[config.mk]
export PLATFORM = sky130hd
export DESIGN_NAME = axil_reg_bank_flat
export DESIGN_NICKNAME = d
export VERILOG_FILES = /design/src/rtl/axil_reg_bank_if.sv /design/src/rtl/axil_reg_bank.sv /design/src/flat_wrapper.sv
export SDC_FILE = /design/constraint.sdc
export NUM_CORES = 1
export LEC_CHECK = 0
export ABC_AREA = 1
export BUFFER_PORTS_ARGS = -buffer_cell sky130_fd_sc_hd__buf_4
export CAP_MARGIN = 20
export CORE_MARGIN = 2
export CORE_UTILIZATION = 30
export DETAILED_ROUTE_END_ITERATION = 10
export HOLD_SLACK_MARGIN = 0.06
export MAX_ROUTING_LAYER = met4
export SLEW_MARGIN = 20
export SYNTH_ARGS = -nofsm -noshare
export SYNTH_HDL_FRONTEND = slang
export SYNTH_SLANG_ARGS = --single-unit
[constraint.sdc]
create_clock -name aclk -period 3.35 [get_ports aclk]
set_input_delay 0.8375 -clock aclk [delete_from_list [all_inputs] [get_ports aclk]]
set_output_delay 0.8375 -clock aclk [all_outputs]
set_load 0.01 [all_outputs]
[src/rtl/axil_reg_bank_if.sv]
// AXI4-Lite bus bundle shared by the host master and the register bank slave.
interface axi4lite_intf #(
  parameter int ADDR_WIDTH = 32,
  parameter int DATA_WIDTH = 32
);
  logic [ADDR_WIDTH-1:0]   awaddr;
  logic [2:0]              awprot;
  logic                    awvalid;
  logic                    awready;
  logic [DATA_WIDTH-1:0]   wdata;
  logic [DATA_WIDTH/8-1:0] wstrb;
  logic                    wvalid;
  logic                    wready;
  logic [1:0]              bresp;
  logic                    bvalid;
  logic                    bready;
  logic [ADDR_WIDTH-1:0]   araddr;
  logic [2:0]              arprot;
  logic                    arvalid;
  logic                    arready;
  logic [DATA_WIDTH-1:0]   rdata;
  logic [1:0]              rresp;
  logic                    rvalid;
  logic                    rready;

  modport master (
    output awaddr, awprot, awvalid, wdata, wstrb, wvalid, bready,
           araddr, arprot, arvalid, rready,
    input  awready, wready, bresp, bvalid, arready, rdata, rresp, rvalid
  );

  modport slave (
    input  awaddr, awprot, awvalid, wdata, wstrb, wvalid, bready,
           araddr, arprot, arvalid, rready,
    output awready, wready, bresp, bvalid, arready, rdata, rresp, rvalid
  );
endinterface

[src/rtl/axil_reg_bank.sv]
// AXI4-Lite control/status register bank: NUM_RW byte-writable control words
// followed by NUM_RO live status words, with independent read and write paths.
module axil_reg_bank #(
  parameter int AXI4L_ADDR_WIDTH = 32,
  parameter int AXI4L_DATA_WIDTH = 32,
  parameter int NUM_RW           = 8,
  parameter int NUM_RO           = 4
) (
  input  logic                                     aclk,
  input  logic                                     aresetn,
  axi4lite_intf.slave                              s_axil,
  output logic [NUM_RW*32-1:0]                     ctrl_o,
  output logic [NUM_RW-1:0]                        wr_pulse_o,
  input  logic [((NUM_RO > 0) ? NUM_RO : 1)*32-1:0] sts_i
);

  localparam int               IW          = AXI4L_ADDR_WIDTH - 2;
  localparam logic [IW-1:0]    L_NUM_RW    = IW'(NUM_RW);
  localparam logic [IW-1:0]    L_NUM_ALL   = IW'(NUM_RW + NUM_RO);
  localparam logic [1:0]       RESP_OKAY   = 2'b00;
  localparam logic [1:0]       RESP_SLVERR = 2'b10;

  if (AXI4L_DATA_WIDTH != 32) begin : g_bad_data_width
    $error("axil_reg_bank supports only AXI4L_DATA_WIDTH = 32");
  end
  if (NUM_RW < 1) begin : g_bad_num_rw
    $error("axil_reg_bank needs NUM_RW >= 1");
  end

  typedef enum logic {W_IDLE, W_RESP} wState_t;
  typedef enum logic {R_IDLE, R_DATA} rState_t;

  wState_t                     r_wState;
  rState_t                     r_rState;
  logic [AXI4L_ADDR_WIDTH-1:0] r_awAddr;
  logic [31:0]                 r_wData;
  logic [3:0]                  r_wStrb;
  logic                        r_awHave;
  logic                        r_wHave;

  logic                        w_awHs;
  logic                        w_wHs;
  logic                        w_arHs;
  logic                        w_awHaveNext;
  logic                        w_wHaveNext;
  logic                        w_commit;
  logic [AXI4L_ADDR_WIDTH-1:0] w_cmtAddr;
  logic [31:0]                 w_cmtData;
  logic [3:0]                  w_cmtStrb;
  logic [IW-1:0]               w_cmtIdx;
  logic                        w_wrValid;
  logic [IW-1:0]               w_arIdx;
  logic                        w_rdValid;
  logic [31:0]                 w_rdMux;
  logic                        w_unused;

  assign w_awHs       = s_axil.awvalid & s_axil.awready;
  assign w_wHs        = s_axil.wvalid & s_axil.wready;
  assign w_arHs       = s_axil.arvalid & s_axil.arready;
  assign w_awHaveNext = r_awHave | w_awHs;
  assign w_wHaveNext  = r_wHave | w_wHs;
  assign w_commit     = (r_wState == W_IDLE) & w_awHaveNext & w_wHaveNext;

  // A channel still waiting for its handshake is taken straight off the bus,
  // which lets the completing edge commit without an extra latch cycle.
  assign w_cmtAddr = r_awHave ? r_awAddr : s_axil.awaddr;
  assign w_cmtData = r_wHave  ? r_wData  : s_axil.wdata;
  assign w_cmtStrb = r_wHave  ? r_wStrb  : s_axil.wstrb;
  assign w_cmtIdx  = w_cmtAddr[AXI4L_ADDR_WIDTH-1:2];
  assign w_wrValid = w_cmtIdx < L_NUM_RW;

  assign w_arIdx   = s_axil.araddr[AXI4L_ADDR_WIDTH-1:2];
  assign w_rdValid = w_arIdx < L_NUM_ALL;

  assign w_unused = ^{w_cmtAddr[1:0], s_axil.araddr[1:0], s_axil.awprot,
                      s_axil.arprot, sts_i};

  always_comb begin
    w_rdMux = '0;
    for (int i = 0; i < NUM_RW; i++) begin
      if (w_arIdx == IW'(i)) w_rdMux = ctrl_o[32*i +: 32];
    end
    for (int j = 0; j < NUM_RO; j++) begin
      if (w_arIdx == IW'(NUM_RW + j)) w_rdMux = sts_i[32*j +: 32];
    end
  end

  always_ff @(posedge aclk or negedge aresetn) begin
    if (!aresetn) begin
      r_wState       <= W_IDLE;
      r_awAddr       <= '0;
      r_wData        <= '0;
      r_wStrb        <= '0;
      r_awHave       <= 1'b0;
      r_wHave        <= 1'b0;
      ctrl_o         <= '0;
      wr_pulse_o     <= '0;
      s_axil.awready <= 1'b0;
      s_axil.wready  <= 1'b0;
      s_axil.bvalid  <= 1'b0;
      s_axil.bresp   <= RESP_OKAY;
    end else begin
      wr_pulse_o <= '0;
      case (r_wState)
        W_IDLE: begin
          if (w_commit) begin
            for (int i = 0; i < NUM_RW; i++) begin
              if (w_cmtIdx == IW'(i)) begin
                for (int b = 0; b < 4; b++) begin
                  if (w_cmtStrb[b]) ctrl_o[32*i + 8*b +: 8] <= w_cmtData[8*b +: 8];
                end
                wr_pulse_o[i] <= 1'b1;
              end
            end
            s_axil.bresp   <= w_wrValid ? RESP_OKAY : RESP_SLVERR;
            s_axil.bvalid  <= 1'b1;
            s_axil.awready <= 1'b0;
            s_axil.wready  <= 1'b0;
            r_awHave       <= 1'b0;
            r_wHave        <= 1'b0;
            r_wState       <= W_RESP;
          end else begin
            // Ready comes up on the first edge after reset and drops per channel once taken.
            r_awHave       <= w_awHaveNext;
            r_wHave        <= w_wHaveNext;
            s_axil.awready <= !w_awHaveNext;
            s_axil.wready  <= !w_wHaveNext;
            if (w_awHs) r_awAddr <= s_axil.awaddr;
            if (w_wHs) begin
              r_wData <= s_axil.wdata;
              r_wStrb <= s_axil.wstrb;
            end
          end
        end
        W_RESP: begin
          if (s_axil.bready) begin
            s_axil.bvalid  <= 1'b0;
            s_axil.awready <= 1'b1;
            s_axil.wready  <= 1'b1;
            r_wState       <= W_IDLE;
          end
        end
        default: r_wState <= W_IDLE;
      endcase
    end
  end

  // Read data is captured from the pre-edge register/status view, so a write
  // committing on the same edge is not yet visible.
  always_ff @(posedge aclk or negedge aresetn) begin
    if (!aresetn) begin
      r_rState       <= R_IDLE;
      s_axil.arready <= 1'b0;
      s_axil.rvalid  <= 1'b0;
      s_axil.rdata   <= '0;
      s_axil.rresp   <= RESP_OKAY;
    end else begin
      case (r_rState)
        R_IDLE: begin
          if (w_arHs) begin
            s_axil.rdata   <= w_rdValid ? w_rdMux : 32'h0;
            s_axil.rresp   <= w_rdValid ? RESP_OKAY : RESP_SLVERR;
            s_axil.rvalid  <= 1'b1;
            s_axil.arready <= 1'b0;
            r_rState       <= R_DATA;
          end else begin
            s_axil.arready <= 1'b1;
          end
        end
        R_DATA: begin
          if (s_axil.rready) begin
            s_axil.rvalid  <= 1'b0;
            s_axil.arready <= 1'b1;
            r_rState       <= R_IDLE;
          end
        end
        default: r_rState <= R_IDLE;
      endcase
    end
  end

endmodule

[src/flat_wrapper.sv]
// flat-port wrapper written by rule: the top's interface ports become plain ports
module axil_reg_bank_flat 
#(
  parameter int AXI4L_ADDR_WIDTH = 32,
  parameter int AXI4L_DATA_WIDTH = 32,
  parameter int NUM_RW           = 8,
  parameter int NUM_RO           = 4
)
  (aclk, aresetn, ctrl_o, wr_pulse_o, sts_i, s_axil_awaddr, s_axil_awprot, s_axil_awvalid, s_axil_wdata, s_axil_wstrb, s_axil_wvalid, s_axil_bready, s_axil_araddr, s_axil_arprot, s_axil_arvalid, s_axil_rready, s_axil_awready, s_axil_wready, s_axil_bresp, s_axil_bvalid, s_axil_arready, s_axil_rdata, s_axil_rresp, s_axil_rvalid);
  axi4lite_intf #(.ADDR_WIDTH(32), .DATA_WIDTH(32)) s_axil_i ();
  input  logic aclk;
  input  logic aresetn;
  output logic [NUM_RW*32-1:0] ctrl_o;
  output logic [NUM_RW-1:0] wr_pulse_o;
  input  logic [((NUM_RO > 0) ? NUM_RO : 1)*32-1:0] sts_i;
  input wire logic [$bits(s_axil_i.awaddr)-1:0] s_axil_awaddr;
  input wire logic [$bits(s_axil_i.awprot)-1:0] s_axil_awprot;
  input wire logic [$bits(s_axil_i.awvalid)-1:0] s_axil_awvalid;
  input wire logic [$bits(s_axil_i.wdata)-1:0] s_axil_wdata;
  input wire logic [$bits(s_axil_i.wstrb)-1:0] s_axil_wstrb;
  input wire logic [$bits(s_axil_i.wvalid)-1:0] s_axil_wvalid;
  input wire logic [$bits(s_axil_i.bready)-1:0] s_axil_bready;
  input wire logic [$bits(s_axil_i.araddr)-1:0] s_axil_araddr;
  input wire logic [$bits(s_axil_i.arprot)-1:0] s_axil_arprot;
  input wire logic [$bits(s_axil_i.arvalid)-1:0] s_axil_arvalid;
  input wire logic [$bits(s_axil_i.rready)-1:0] s_axil_rready;
  output wire logic [$bits(s_axil_i.awready)-1:0] s_axil_awready;
  output wire logic [$bits(s_axil_i.wready)-1:0] s_axil_wready;
  output wire logic [$bits(s_axil_i.bresp)-1:0] s_axil_bresp;
  output wire logic [$bits(s_axil_i.bvalid)-1:0] s_axil_bvalid;
  output wire logic [$bits(s_axil_i.arready)-1:0] s_axil_arready;
  output wire logic [$bits(s_axil_i.rdata)-1:0] s_axil_rdata;
  output wire logic [$bits(s_axil_i.rresp)-1:0] s_axil_rresp;
  output wire logic [$bits(s_axil_i.rvalid)-1:0] s_axil_rvalid;
  assign s_axil_i.awaddr = s_axil_awaddr;
  assign s_axil_i.awprot = s_axil_awprot;
  assign s_axil_i.awvalid = s_axil_awvalid;
  assign s_axil_i.wdata = s_axil_wdata;
  assign s_axil_i.wstrb = s_axil_wstrb;
  assign s_axil_i.wvalid = s_axil_wvalid;
  assign s_axil_i.bready = s_axil_bready;
  assign s_axil_i.araddr = s_axil_araddr;
  assign s_axil_i.arprot = s_axil_arprot;
  assign s_axil_i.arvalid = s_axil_arvalid;
  assign s_axil_i.rready = s_axil_rready;
  assign s_axil_awready = s_axil_i.awready;
  assign s_axil_wready = s_axil_i.wready;
  assign s_axil_bresp = s_axil_i.bresp;
  assign s_axil_bvalid = s_axil_i.bvalid;
  assign s_axil_arready = s_axil_i.arready;
  assign s_axil_rdata = s_axil_i.rdata;
  assign s_axil_rresp = s_axil_i.rresp;
  assign s_axil_rvalid = s_axil_i.rvalid;
  axil_reg_bank #(.AXI4L_ADDR_WIDTH(AXI4L_ADDR_WIDTH), .AXI4L_DATA_WIDTH(AXI4L_DATA_WIDTH), .NUM_RW(NUM_RW), .NUM_RO(NUM_RO)) u_core (.aclk(aclk), .aresetn(aresetn), .s_axil(s_axil_i), .ctrl_o(ctrl_o), .wr_pulse_o(wr_pulse_o), .sts_i(sts_i));
endmodule
==> out/metrics.json, run 1 <==
{
  "critical_path": {
    "critPathKind": "flip-flop to flip-flop",
    "rr_startpoint": "u_core.r_awHave",
    "critical_path.startpoint_type": "flip-flop",
    "critPathCaptureType": "flip-flop",
    "startpoint": "u_core.r_awHave",
    "cp_data_required_time_ps": 3790,
    "crit_fanout": 20,
    "cp_data_arrival_time_ps": 3280
  },
  "route": {
    "final_antenna_net_count": 0,
    "route.top_layer_used": "met4",
    "drc_errors": 0,
    "dr_wl_met2_um": 34400,
    "wire_length_on_met1_um": 34500,
    "wl_per_cell_um": 20.7,
    "wl_um": 76800,
    "wl_met3_um": 5390,
    "detail_route.iter0.violations": 1381,
    "vias_per_cell": 4.78,
    "vias": 17700,
    "drt_first_pass_iters": 5
  },
  "die": {
    "initial_core_util": 0.304,
    "number_of_top_level_pins": 546,
    "core_area_sq_um": 60500,
    "die_width_um": 252,
    "row_count": 90,
    "die_area_sq_um": 63300,
    "die_ht_um": 252
  },
  "cts": {
    "path_clk_slew_ps": 60,
    "clock_insertion_delay_worst_skew_ps": 580,
    "clockRootBuffer": "clkbuf_16",
    "ctsHoldBuffers": 0,
    "postCtsSetupBuffers": 0,
    "cts_inserted_buffers": 46,
    "ctsResizeCount": 0,
    "clock-sinks": 373,
    "cts_tree": "yes",
    "cts_htree_levels": 2,
    "clk_path_buf_depth": 3
  },
  "logic_synthesis": {
    "synth.ff_latch_count": 373,
    "ys_top_cells_by_count": "799 x nand2_1, 373 x dfrtp_1, 294 x o21ai_0, 200 x inv_1, 170 x nor2_1",
    "synthDistinctLibCells": 40,
    "synthesis.area_per_instance_sq_um": 7.86,
    "netlist.area_leader.share": 0.508,
    "combinational_family_with_the_most_area_after_synthesis": "simple AND/OR/NAND/NOR gates",
    "area_fraction_in_and_or_nand_and_nor_cells_after_synthesis": 0.288,
    "yosysSeqAreaShare": 0.508,
    "synth_most_common_cell": "nand2_1",
    "netlist_top_cells_area": "dfrtp_1 51%, nand2_1 16%, o21ai_0 8.0%",
    "dominantRegCellSynth": "dfrtp_1",
    "synth.mux.area_fraction": 0.000544,
    "synthesis.yosys.warnings": 0,
    "synth_area_sq_um": 18400,
    "synth_compound_gate_area_share": 0.131,
    "post_synth_xor_area_fraction": 0,
    "post_synthesis_cells": 2338,
    "async_flop_share": 1.00,
    "synth_edf_count": 0,
    "fraction_of_the_mapped_netlist_area_in_adder_cells": 0,
    "yosys.area.top_type": "dfrtp_1"
  },
  "sta": {
    "post-route-min-period_ps": 2840,
    "slew_hr": 0.560,
    "timing.clock.skew_ps": 12.8,
    "finalSetupViolCount": 0,
    "post-route-worst-setup-slack_ps": 509,
    "achievable-frequency_mhz": 352,
    "finalHoldViolCount": 0,
    "maxSlewViolCount": 0,
    "min_period_over_period": 0.848,
    "rsz0062_at_grt": "no",
    "worst-slew-pin-transition_ps": 653
  },
  "pwr": {
    "power.ir.vdd_worst_uv": 325,
    "leakagePower_uw": 0.0128,
    "cellPowerDensity_nw_per_um2": 513
  },
  "place": {
    "detailedPlacementHpwl_um": 60400,
    "gpl.final_weighted_congestion": 0.939,
    "preCtsSetupSlack_ps": -38.8,
    "portBuffers": 533
  },
  "grt": {
    "grt-ovfl-total": 0,
    "total_global_routing_track_utilization": 0.246,
    "number_of_global_route_vias_before_repair": 16900,
    "grt_max_degree": 75,
    "grt_antenna_before_repair": 2,
    "grt_first_pass_wirelength_um": 112000
  },
  "cells_and_area": {
    "area_added_between_synthesis_and_finish_pct": 37.5,
    "layout.core_utilization": 0.418,
    "fillCellCount": 6294,
    "num-nets-final": 3127,
    "final_layout_size_suffix_gt1_frac": 0.274
  },
  "min_path": {
    "worstHoldPathType": "input port to asynchronous set/reset pin"
  },
  "run_status": {
    "run_status": "completed"
  },
  "flow_run": {
    "max_cap_violations": 0
  }
}
==> registers in the layout, indices dropped and copies added, names as in the netlist, 4 cells and up <==
signal,count
u_core.r_awAddr,30
u_core.r_wData,32
u_core.s_axil.rdata,32
u_core.r_wStrb,4
u_core.ctrl_o,256
u_core.wr_pulse_o,8
==> critical path, stage by stage (launching register included) <==
cell and delay [ps]:
dfrtp_1 480, inv_2 340, nand4_1 230, o31ai_4 350
nand3_4 270, nor2_2 410, nand3_2 380, nand2_1 150
o21ai_0 80
==> placed cells by master (no fill, tap or decap), types with 47 or more instances in the layout <==
| cell | instances |
|---|---|
| o21ai_0 | 294 |
| nor2_1 | 168 |
| o21ai_1 | 50 |
| nand2_1 | 798 |
| buf_4 | 591 |
| clkbuf_16 | 49 |
| inv_1 | 199 |
| nand3_1 | 103 |
| nand4_1 | 47 |
| dfrtp_1 | 372 |
==> cell families after synthesis <==
logic type,after synthesis
AO/OA/AOI/OAI,429
buffers and inverters,320
flip-flops,373
multiplexers,1
other,1
AND/OR/NAND/NOR,1214
==> metrics by stage <==
step	instance area (sq um)	power [uW]	TNS [ps]	hold slack (ps)	instances
after floorplan	18400	6570	0	417	2339
after global placement	23600	7570	-25.1	435	3620
after detailed placement	23600	7620	-84.5	432	3620
after CTS	25300	13100	0	256	3705
after global routing	25300	13600	0	301	3707
final	25300	13000	0	255	3707
==> worst paths after layout <==
check / endpoint / slack (ps) / cells after the start
min in group aclk: u_core.s_axil.rvalid / 440 / 1
max in group asynchronous: u_core.ctrl_o[87] / 2190 / 2
setup reg to reg: u_core.ctrl_o[79] / 510 / 8
setup / recovery: u_core.ctrl_o[79] / 510 / 8
hold / removal: u_core.r_awAddr[28] / 250 / 1
hold reg to reg: u_core.s_axil.rvalid / 440 / 1
==> report_power, final <==
part	switching, uW	internal (uW)
clock	2060	3390
sequential	242	4930
combinational	1730	635
total	4030	8950
==> area by class of cell <==
| type | instances | area, sq um | area share |
|---|---|---|---|
| Antenna cell | 2 | 5.00 | 0.000198 |
| Tap cell | 782 | 978 | 0.0387 |
| Inverter | 212 | 801 | 0.0317 |
| Timing Repair Buffer | 607 | 4750 | 0.188 |
| Multi-Input combinational cell | 1646 | 7750 | 0.306 |
| Clock inverter | 17 | 248 | 0.00980 |
| Clock buffer | 68 | 1420 | 0.0561 |
| Sequential cell | 373 | 9340 | 0.369 |
==> routing by layer <==
| metal | GRT usage | vias to the layer above |
|---|---|---|
| met5 | - | - |
| met3 | 0.0546 | 107 |
| met1 | 0.330 | 8417 |
| met2 | 0.369 | 577 |
| met4 | 0.0787 | 0 |
| li1 | - | 8616 |
(Power assumes the default switching activity.)
==> run 2, diff against run 1 <==
Settings changed: ABC_AREA 1 to 0.
Clock period 3.35 ns to 2.4 ns, I/O delays scaled along.
==> run 2 against run 1 <==
- the flow now finishes with violations (negative setup slack)
- sequential share of layout area shrank 3.7 points
- fmax grew 8.6%
- final area rose by 11%
- area after synthesis grew 0.57%
- register-to-register slack lost 720 ps
- die area grew 0.57%
- core utilization increased by 4.0 points
- global-route usage up 3.3 points
==> out/metrics.json, run 2 <==
{
  "cts": {
    "cts_inserted_buffers": {"value": 45, "change": "-2.2%"},
    "clock-sinks": {"value": 373, "change": "unchanged"},
    "clk_path_buf_depth": {"value": 3, "change": "unchanged"},
    "cts_htree_levels": {"value": 2, "change": "unchanged"},
    "clockRootBuffer": "clkbuf_16",
    "clock_insertion_delay_worst_skew": {"value": 580, "unit": "ps", "change": "about the same"},
    "cts_tree": "yes",
    "path_clk_slew": {"value": 60, "unit": "ps", "change": "about the same"}
  },
  "grt": {
    "grt_max_degree": {"value": 61, "change": "-19%"},
    "grt_antenna_before_repair": {"value": 12, "change": "+10"},
    "grt-ovfl-total": {"value": 0, "change": "unchanged"},
    "number_of_global_route_vias_before_repair": {"value": 17700, "change": "+5.0%"},
    "grt_first_pass_wirelength": {"value": 125000, "unit": "um", "change": "+11%"},
    "total_global_routing_track_utilization": {"value": 0.279, "change": "+0.0331"}
  },
  "die": {
    "die_ht": {"value": 252, "unit": "um", "change": "+0.28%"},
    "row_count": {"value": 91, "change": "+1.1%"},
    "number_of_top_level_pins": {"value": 546, "change": "unchanged"},
    "initial_core_util": {"value": 0.301, "change": "-0.00274"},
    "die_width": {"value": 252, "unit": "um", "change": "+0.28%"},
    "die_area": {"value": 63600, "unit": "sq um", "change": "+0.57%"},
    "core_area": {"value": 61400, "unit": "sq um", "change": "+1.5%"}
  },
  "critical_path": {
    "crit_fanout": {"value": 8, "change": "-60%"},
    "critPathCaptureType": "flip-flop",
    "critPathKind": "flip-flop to flip-flop",
    "critical_path.startpoint_type": "flip-flop",
    "cp_data_arrival_time": {"value": 3070, "unit": "ps", "change": "-210 ps"},
    "cp_data_required_time": {"value": 2850, "unit": "ps", "change": "-940 ps"},
    "regToRegSetupSlack": {"value": -220, "unit": "ps", "change": "-720 ps"}
  },
  "sta": {
    "rsz0062_at_grt": "yes",
    "timing.clock.skew": {"value": 22.0, "unit": "ps", "change": "+9.22 ps"},
    "worst-slew-pin-transition": {"value": 1040, "unit": "ps", "change": "+391 ps"},
    "post-route-min-period": {"value": 2620, "unit": "ps", "change": "-226 ps"},
    "finalSetupViolCount": {"value": 129, "change": "+129"},
    "hold_slack": {"value": 240, "unit": "ps", "change": "-15.4 ps"},
    "fin_setup_tns": {"value": -17700, "unit": "ps", "change": "-17700 ps"},
    "slew_hr": {"value": 0.299, "change": "-0.261"},
    "min_period_over_period": {"value": 1.09, "change": "+0.242"},
    "achievable-frequency": {"value": 382, "unit": "MHz", "change": "+8.6%"},
    "post-route-worst-setup-slack": {"value": -215, "unit": "ps", "change": "-724 ps"},
    "finalHoldViolCount": {"value": 0, "change": "unchanged"},
    "maxSlewViolCount": {"value": 0, "change": "unchanged"}
  },
  "logic_synthesis": {
    "synth_edf_count": {"value": 0, "change": "unchanged"},
    "synthesis.area_per_instance": {"value": 11.5, "unit": "sq um", "change": "+46%"},
    "synth_area": {"value": 18500, "unit": "sq um", "change": "+0.57%"},
    "synthDistinctLibCells": {"value": 69, "change": "+73%"},
    "synth_most_common_cell": "dfrtp_1",
    "dominantRegCellSynth": "dfrtp_1",
    "yosysSeqAreaShare": {"value": 0.505, "change": "-0.00288"},
    "synth.ff_latch_count": {"value": 373, "change": "unchanged"},
    "ys_top_cells_by_count": "373 x dfrtp_1, 231 x mux2_2, 210 x nand2_1, 184 x o21ai_0, 60 x clkbuf_1",
    "netlist.area_leader.share": {"value": 0.505, "change": "-0.00288"},
    "async_flop_share": {"value": 1.00, "change": "unchanged"},
    "yosys.area.top_type": "dfrtp_1",
    "netlist_top_cells_area": "dfrtp_1 50%, mux2_2 14%, o21ai_0 5.0%",
    "post_synthesis_cells": {"value": 1608, "change": "-31%"},
    "synthesis.yosys.warnings": {"value": 0, "change": "unchanged"}
  },
  "cells_and_area": {
    "layout.cells.most_common": "buf_4",
    "largest_register": "u_core.ctrl_o",
    "final_layout_size_suffix_gt1_frac": {"value": 0.512, "change": "+0.238"},
    "largest_registers": "u_core.ctrl_o x256, u_core.r_wData x32, u_core.s_axil.rdata x32",
    "mostFrequentLayoutCells": "747 x buf_4, 371 x dfrtp_1, 209 x nand2_1, 183 x o21ai_0, 122 x mux2_2",
    "area_added_between_synthesis_and_finish_pct": 51.9,
    "fin_cells": {"value": 3205, "change": "-14%"},
    "largest_reg_flops": {"value": 256, "change": "unchanged"},
    "fillCellCount": {"value": 5736, "change": "-8.9%"},
    "stdcell_area": {"value": 28100, "unit": "sq um", "change": "+11%"},
    "num-nets-final": {"value": 2613, "change": "-16%"}
  },
  "pwr": {
    "leakagePower": {"value": 0.0132, "unit": "uW", "change": "+3.3%"},
    "cellPowerDensity": {"value": 660, "unit": "nW/um^2", "change": "+29%"},
    "power.ir.vdd_worst": {"value": 482, "unit": "uV", "change": "+49%"}
  },
  "min_path": {
    "worstHoldPathType": "input port to flip-flop"
  },
  "route": {
    "drc_errors": {"value": 0, "change": "unchanged"},
    "detail_route.iter0.violations": {"value": 1299, "change": "-5.9%"},
    "wl_per_cell": {"value": 27.6, "unit": "um", "change": "+33%"},
    "final_antenna_net_count": {"value": 0, "change": "unchanged"},
    "vias": {"value": 17100, "change": "-3.5%"},
    "wl": {"value": 88500, "unit": "um", "change": "+15%"},
    "drt_first_pass_iters": {"value": 5, "change": "unchanged"},
    "vias_per_cell": {"value": 5.34, "change": "+12%"}
  },
  "run_status": {
    "failing_checks": "negative setup slack",
    "run_status": "finished with violations"
  },
  "place": {
    "dpl_cell_area": {"value": 26100, "unit": "sq um", "change": "+10%"},
    "gpl.final_weighted_congestion": {"value": 0.918, "change": "-2.3%"},
    "post-place-cells": {"value": 3103, "change": "-14%"},
    "preCtsSetupSlack": {"value": -660, "unit": "ps", "change": "-622 ps"},
    "detailedPlacementHpwl": {"value": 69300, "unit": "um", "change": "+15%"},
    "portBuffers": {"value": 533, "change": "unchanged"}
  },
  "flow_run": {
    "max_cap_violations": {"value": 0, "change": "unchanged"}
  }
}
==> run 2: cell count changes in the layout (fill, tap and decap cells not counted), moves of 34 or more <==
cell / before / now
mux2i_1: 1 / 49
o21ai_1: 50 / 8
buf_4: 591 / 747
nand4_1: 47 / 9
nand3_1: 103 / 20
nor2_1: 168 / 53
o21ai_2: 34 / 0
nand2_1: 798 / 209
o21ai_0: 294 / 183
inv_1: 199 / 6
mux2_4: 0 / 117
mux2_2: 0 / 122
==> run 2: cell families (layout without fill, tap and decap cells) <==
group	Yosys count	count (layout)	synth area share
multiplexers	316	316	0.208
flip-flops	373	373	0.505
other	1	12	0.000203
AO/OA/AOI/OAI	392	392	0.141
AND/OR/NAND/NOR	423	423	0.123
buffers and inverters	103	899	0.0231
==> run 2: per-stage QoR <==
stage               utilization  total power [uW]
detailed placement        0.425             11600
floorplan                     -              9740
CTS                       0.453             18600
finish                    0.458             18600
global placement          0.425             11400
global route              0.458             19300
==> run 2: final cells by class <==
type                       instances  area, sq um  share of cell area
antenna                           10         25.0            0.000891
clock buffer                      58         1240              0.0443
clock inverter                    22          234             0.00833
inverter                           6         22.5            0.000802
multi-input combinational       1133         9480               0.338
sequential                       373         9340               0.332
tap                              790          988              0.0352
timing repair buffer             813         6760               0.241
==> run 2: final timing paths <==
kind,from,to,cells after the start
max,u_core.r_awAddr[16],u_core.ctrl_o[31],9
max reg2reg,u_core.r_awAddr[16],u_core.ctrl_o[31],9
max in group asynchronous,aresetn,u_core.ctrl_o[221],3
min in group asynchronous,aresetn,u_core.r_awAddr[6],2
min reg2reg,u_core.s_axil.rdata[1],u_core.s_axil.rdata[1],1
min,s_axil_rready,u_core.r_rState,2
==> run 2: critical path, stage by stage (launching register included) <==
cell and delay [ps]:
dfrtp_1 400, nor4_2 300, nand4_1 210, nor4_4 330
buf_4 190, o2111ai_4 130, buf_4 200, nor3_4 210
buf_12 170, mux2_2 340
==> run 2: timing repair <==
item | CTS | global route
pin swaps | 3 | 15
setup buffers | 6 | 4
gates cloned | 0 | 3
hold buffers | 1 | 0
gates resized for setup | 42 | 50
endpoints found under the hold margin | 44 | 0
setup endpoints to repair | 130 | 263
==> run 2: report_power, final <==
part / total [uW] / switching [uW] / internal (uW)
Clock: 6950 / 2850 / 4090
Sequential: 7460 / 505 / 6950
Combinational: 4150 / 2230 / 1920
==> run 2: layer usage <==
| layer | wire length, um | vias up | global-route usage | share of wire |
|---|---|---|---|---|
| met2 | 41200 | 733 | 0.436 | 0.47 |
| met4 | 3140 | 0 | 0.0957 | 0.035 |
| met3 | 6470 | 146 | 0.0621 | 0.073 |
| li1 | - | 7571 | - | - |
| met1 | 37700 | 8650 | 0.358 | 0.43 |
| met5 | 0 | - | - | 0 |
==> run 3, diff against run 2 <==
Settings changed: CTS_BUF_LIST set to sky130_fd_sc_hd__clkbuf_2 sky130_fd_sc_hd__clkbuf_4 sky130_fd_sc_hd__clkbuf_8, SETUP_SLACK_MARGIN set to 0.15.
==> run 3 against run 2 <==
- core utilization is 1.9 points higher
- count of clock-buffer cells in the layout rose by 56
- fmax up 1.1%
- first-iteration DRC count up 1.2%
- clock power decreased by 2%
- the flow still finishes with violations (negative setup slack)
- largest power group unchanged
- power is essentially flat
- via count rose by 3.5%
- global-route usage increased by 0.99 points
- non-clock buffer count rose by 24
==> out/metrics.json, run 3 (synthesis gave the netlist of run 2 again) <==
{
  "run_status": {
    "run_status": "finished with violations",
    "failing_checks": "negative setup slack"
  },
  "route": {
    "drc_errors": {"value": 0, "change": "unchanged"},
    "vias_per_cell": {"value": 5.41, "change": "+1.3%"},
    "wl_per_cell": {"value": 28.4, "unit": "um", "change": "+2.8%"},
    "drt_first_pass_iters": {"value": 5, "change": "unchanged"},
    "detail_route.iter0.violations": {"value": 1314, "change": "+1.2%"},
    "final_antenna_net_count": {"value": 0, "change": "unchanged"},
    "wl": {"value": 93000, "unit": "um", "change": "+5.0%"},
    "vias": {"value": 17700, "change": "+3.5%"}
  },
  "critical_path": {
    "crit_fanout": {"value": 8, "change": "unchanged"},
    "critical_path.startpoint_type": "flip-flop",
    "critPathCaptureType": "flip-flop",
    "cp_data_arrival_time": {"value": 3110, "unit": "ps", "change": "+40 ps"},
    "cp_data_required_time": {"value": 2920, "unit": "ps", "change": "+70 ps"},
    "critPathKind": "flip-flop to flip-flop"
  },
  "cells_and_area": {
    "final_layout_size_suffix_gt1_frac": {"value": 0.573, "change": "+0.0610"},
    "fin_cells": {"value": 3275, "change": "+2.2%"},
    "area_added_between_synthesis_and_finish_pct": 58.2,
    "layout.cells.most_common": "buf_4",
    "num-nets-final": {"value": 2664, "change": "+2.0%"},
    "largest_register": "u_core.ctrl_o",
    "largest_reg_flops": {"value": 256, "change": "unchanged"},
    "largest_registers": "u_core.ctrl_o x256, u_core.r_wData x32, u_core.s_axil.rdata x32",
    "mostFrequentLayoutCells": "738 x buf_4, 371 x dfrtp_1, 160 x nand2_1, 128 x mux2_4, 124 x o21ai_0"
  },
  "pwr": {
    "cellPowerDensity": {"value": 635, "unit": "nW/um^2", "change": "-3.9%"},
    "power.ir.vdd_worst": {"value": 421, "unit": "uV", "change": "-13%"},
    "leakagePower": {"value": 0.0137, "unit": "uW", "change": "+3.5%"}
  },
  "cts": {
    "cts_inserted_buffers": {"value": 72, "change": "+60%"},
    "cts_htree_levels": {"value": 3, "change": "+1"},
    "path_clk_slew": {"value": 50, "unit": "ps", "change": "about the same"},
    "cts_tree": "yes",
    "clockRootBuffer": "clkbuf_8",
    "clock-sinks": {"value": 373, "change": "unchanged"},
    "clk_path_buf_depth": {"value": 3, "change": "unchanged"},
    "clock_insertion_delay_worst_skew": {"value": 660, "unit": "ps", "change": "+80 ps"}
  },
  "grt": {
    "grt_max_degree": {"value": 66, "change": "+8.2%"},
    "grt-ovfl-total": {"value": 0, "change": "unchanged"},
    "number_of_global_route_vias_before_repair": {"value": 17700, "change": "+0.062%"},
    "grt_first_pass_wirelength": {"value": 128000, "unit": "um", "change": "+3.0%"},
    "grt_antenna_before_repair": {"value": 13, "change": "+1"},
    "total_global_routing_track_utilization": {"value": 0.289, "change": "+0.00988"}
  },
  "sta": {
    "timing.clock.skew": {"value": 35.4, "unit": "ps", "change": "+13.4 ps"},
    "finalHoldViolCount": {"value": 0, "change": "unchanged"},
    "slew_hr": {"value": 0.374, "change": "+0.0755"},
    "worst-slew-pin-transition": {"value": 913, "unit": "ps", "change": "-131 ps"},
    "fin_setup_tns": {"value": -17130, "unit": "ps", "change": "+572 ps"},
    "post-route-min-period": {"value": 2590, "unit": "ps", "change": "-29.2 ps"},
    "min_period_over_period": {"value": 1.08, "change": "-0.0122"},
    "maxSlewViolCount": {"value": 0, "change": "unchanged"},
    "rsz0062_at_grt": "yes",
    "post-route-worst-setup-slack": {"value": -186, "unit": "ps", "change": "+29.2 ps"},
    "finalSetupViolCount": {"value": 128, "change": "-0.78%"},
    "achievable-frequency": {"value": 387, "unit": "MHz", "change": "+1.1%"}
  },
  "min_path": {
    "worstHoldPathType": "input port to flip-flop"
  },
  "die": {
    "core_area": {"value": 61400, "unit": "sq um", "change": "unchanged"},
    "row_count": {"value": 91, "change": "unchanged"},
    "number_of_top_level_pins": {"value": 546, "change": "unchanged"},
    "die_width": {"value": 252, "unit": "um", "change": "unchanged"},
    "initial_core_util": {"value": 0.301, "change": "unchanged"},
    "die_ht": {"value": 252, "unit": "um", "change": "unchanged"},
    "die_area": {"value": 63600, "unit": "sq um", "change": "unchanged"}
  },
  "place": {
    "post-place-cells": {"value": 3095, "change": "-0.26%"},
    "portBuffers": {"value": 533, "change": "unchanged"},
    "gpl.final_weighted_congestion": {"value": 0.949, "change": "+3.4%"},
    "detailedPlacementHpwl": {"value": 69700, "unit": "um", "change": "+0.62%"}
  },
  "flow_run": {
    "max_cap_violations": {"value": 0, "change": "unchanged"}
  }
}
run 3: cell types whose count changed in the layout (fill, tap and decap cells not counted), moves of 18 or more:
| cell | before | now |
|---|---|---|
| clkbuf_16 | 46 | 5 |
| clkbuf_8 | 7 | 96 |
| buf_6 | 15 | 37 |
| nand2_1 | 209 | 160 |
| o21ai_0 | 183 | 124 |
| nand2_2 | 1 | 40 |
| o21ai_1 | 8 | 47 |
| o21ai_2 | 0 | 20 |
| clkbuf_4 | 0 | 18 |
run 3: stage by stage:
| stage | worst slack (ps) | instance area (sq um) | power, uW | util | hold slack (ps) |
|---|---|---|---|---|---|
| floorplan | -167 | 19100 | 9740 | - | 304 |
| global placement | -548 | 26100 | 11400 | 0.425 | 462 |
| detailed placement | -524 | 26100 | 11600 | 0.425 | 471 |
| CTS | -196 | 28200 | 18500 | 0.459 | 107 |
| global route | -267 | 29300 | 19300 | 0.477 | 149 |
| finish | -186 | 29300 | 18600 | 0.477 | 165 |
run 3: final timing paths:
| kind | from | endpoint | slack [ps] | cells after the start |
|---|---|---|---|---|
| max reg2reg | u_core.r_awAddr[25] | u_core.ctrl_o[125] | -190 | 10 |
| min reg2reg | u_core.s_axil.rdata[17] | u_core.s_axil.rdata[17] | 480 | 1 |
| max in group asynchronous | aresetn | u_core.s_axil.rdata[9] | 1090 | 3 |
| min | s_axil_rready | u_core.r_rState | 170 | 2 |
| max | u_core.r_awAddr[25] | u_core.ctrl_o[125] | -190 | 10 |
| min in group asynchronous | aresetn | u_core.ctrl_o[186] | 550 | 2 |
run 3: cell type report:
| cell class | instances | area (sq um) |
|---|---|---|
| clock buffer | 114 | 1460 |
| sequential | 373 | 9340 |
| timing repair buffer | 837 | 7190 |
| inverter | 6 | 22.5 |
| multi-input combinational | 1133 | 10200 |
| fill | 5659 | 32100 |
| tap | 790 | 988 |
| antenna | 13 | 32.5 |
| clock inverter | 9 | 77.6 |
run 3: metal layers:
layer	vias up	track usage	routed length, um
met5	-	-	0
met3	155	0.0649	7180
met1	8992	0.375	39400
li1	7742	-	-
met4	0	0.109	3500
met2	816	0.441	42900
run 3: power by group:
part | switching (uW) | internal [uW]
sequential | 495 | 6960
clock | 2900 | 3940
combinational | 2360 | 1920
run 3: worst max-delay path: stages (launching register included):
cell,delay (ps)
dfrtp_1,380
nor4b_2,320
nand4_1,220
nor4_4,240
buf_4,180
buf_6,100
o2111ai_4,150
clkbuf_16,240
nor3_4,150
buf_12,180
mux2_4,300
run 3: repair_timing:
item                       in CTS  in global routing
hold endpoints to repair       53                  0
gates cloned                    9                  8
pin swaps                      21                 39
hold buffers                    1                  0
resized for setup             118                230
setup endpoints to repair     245                273
buffers inserted                7                 19
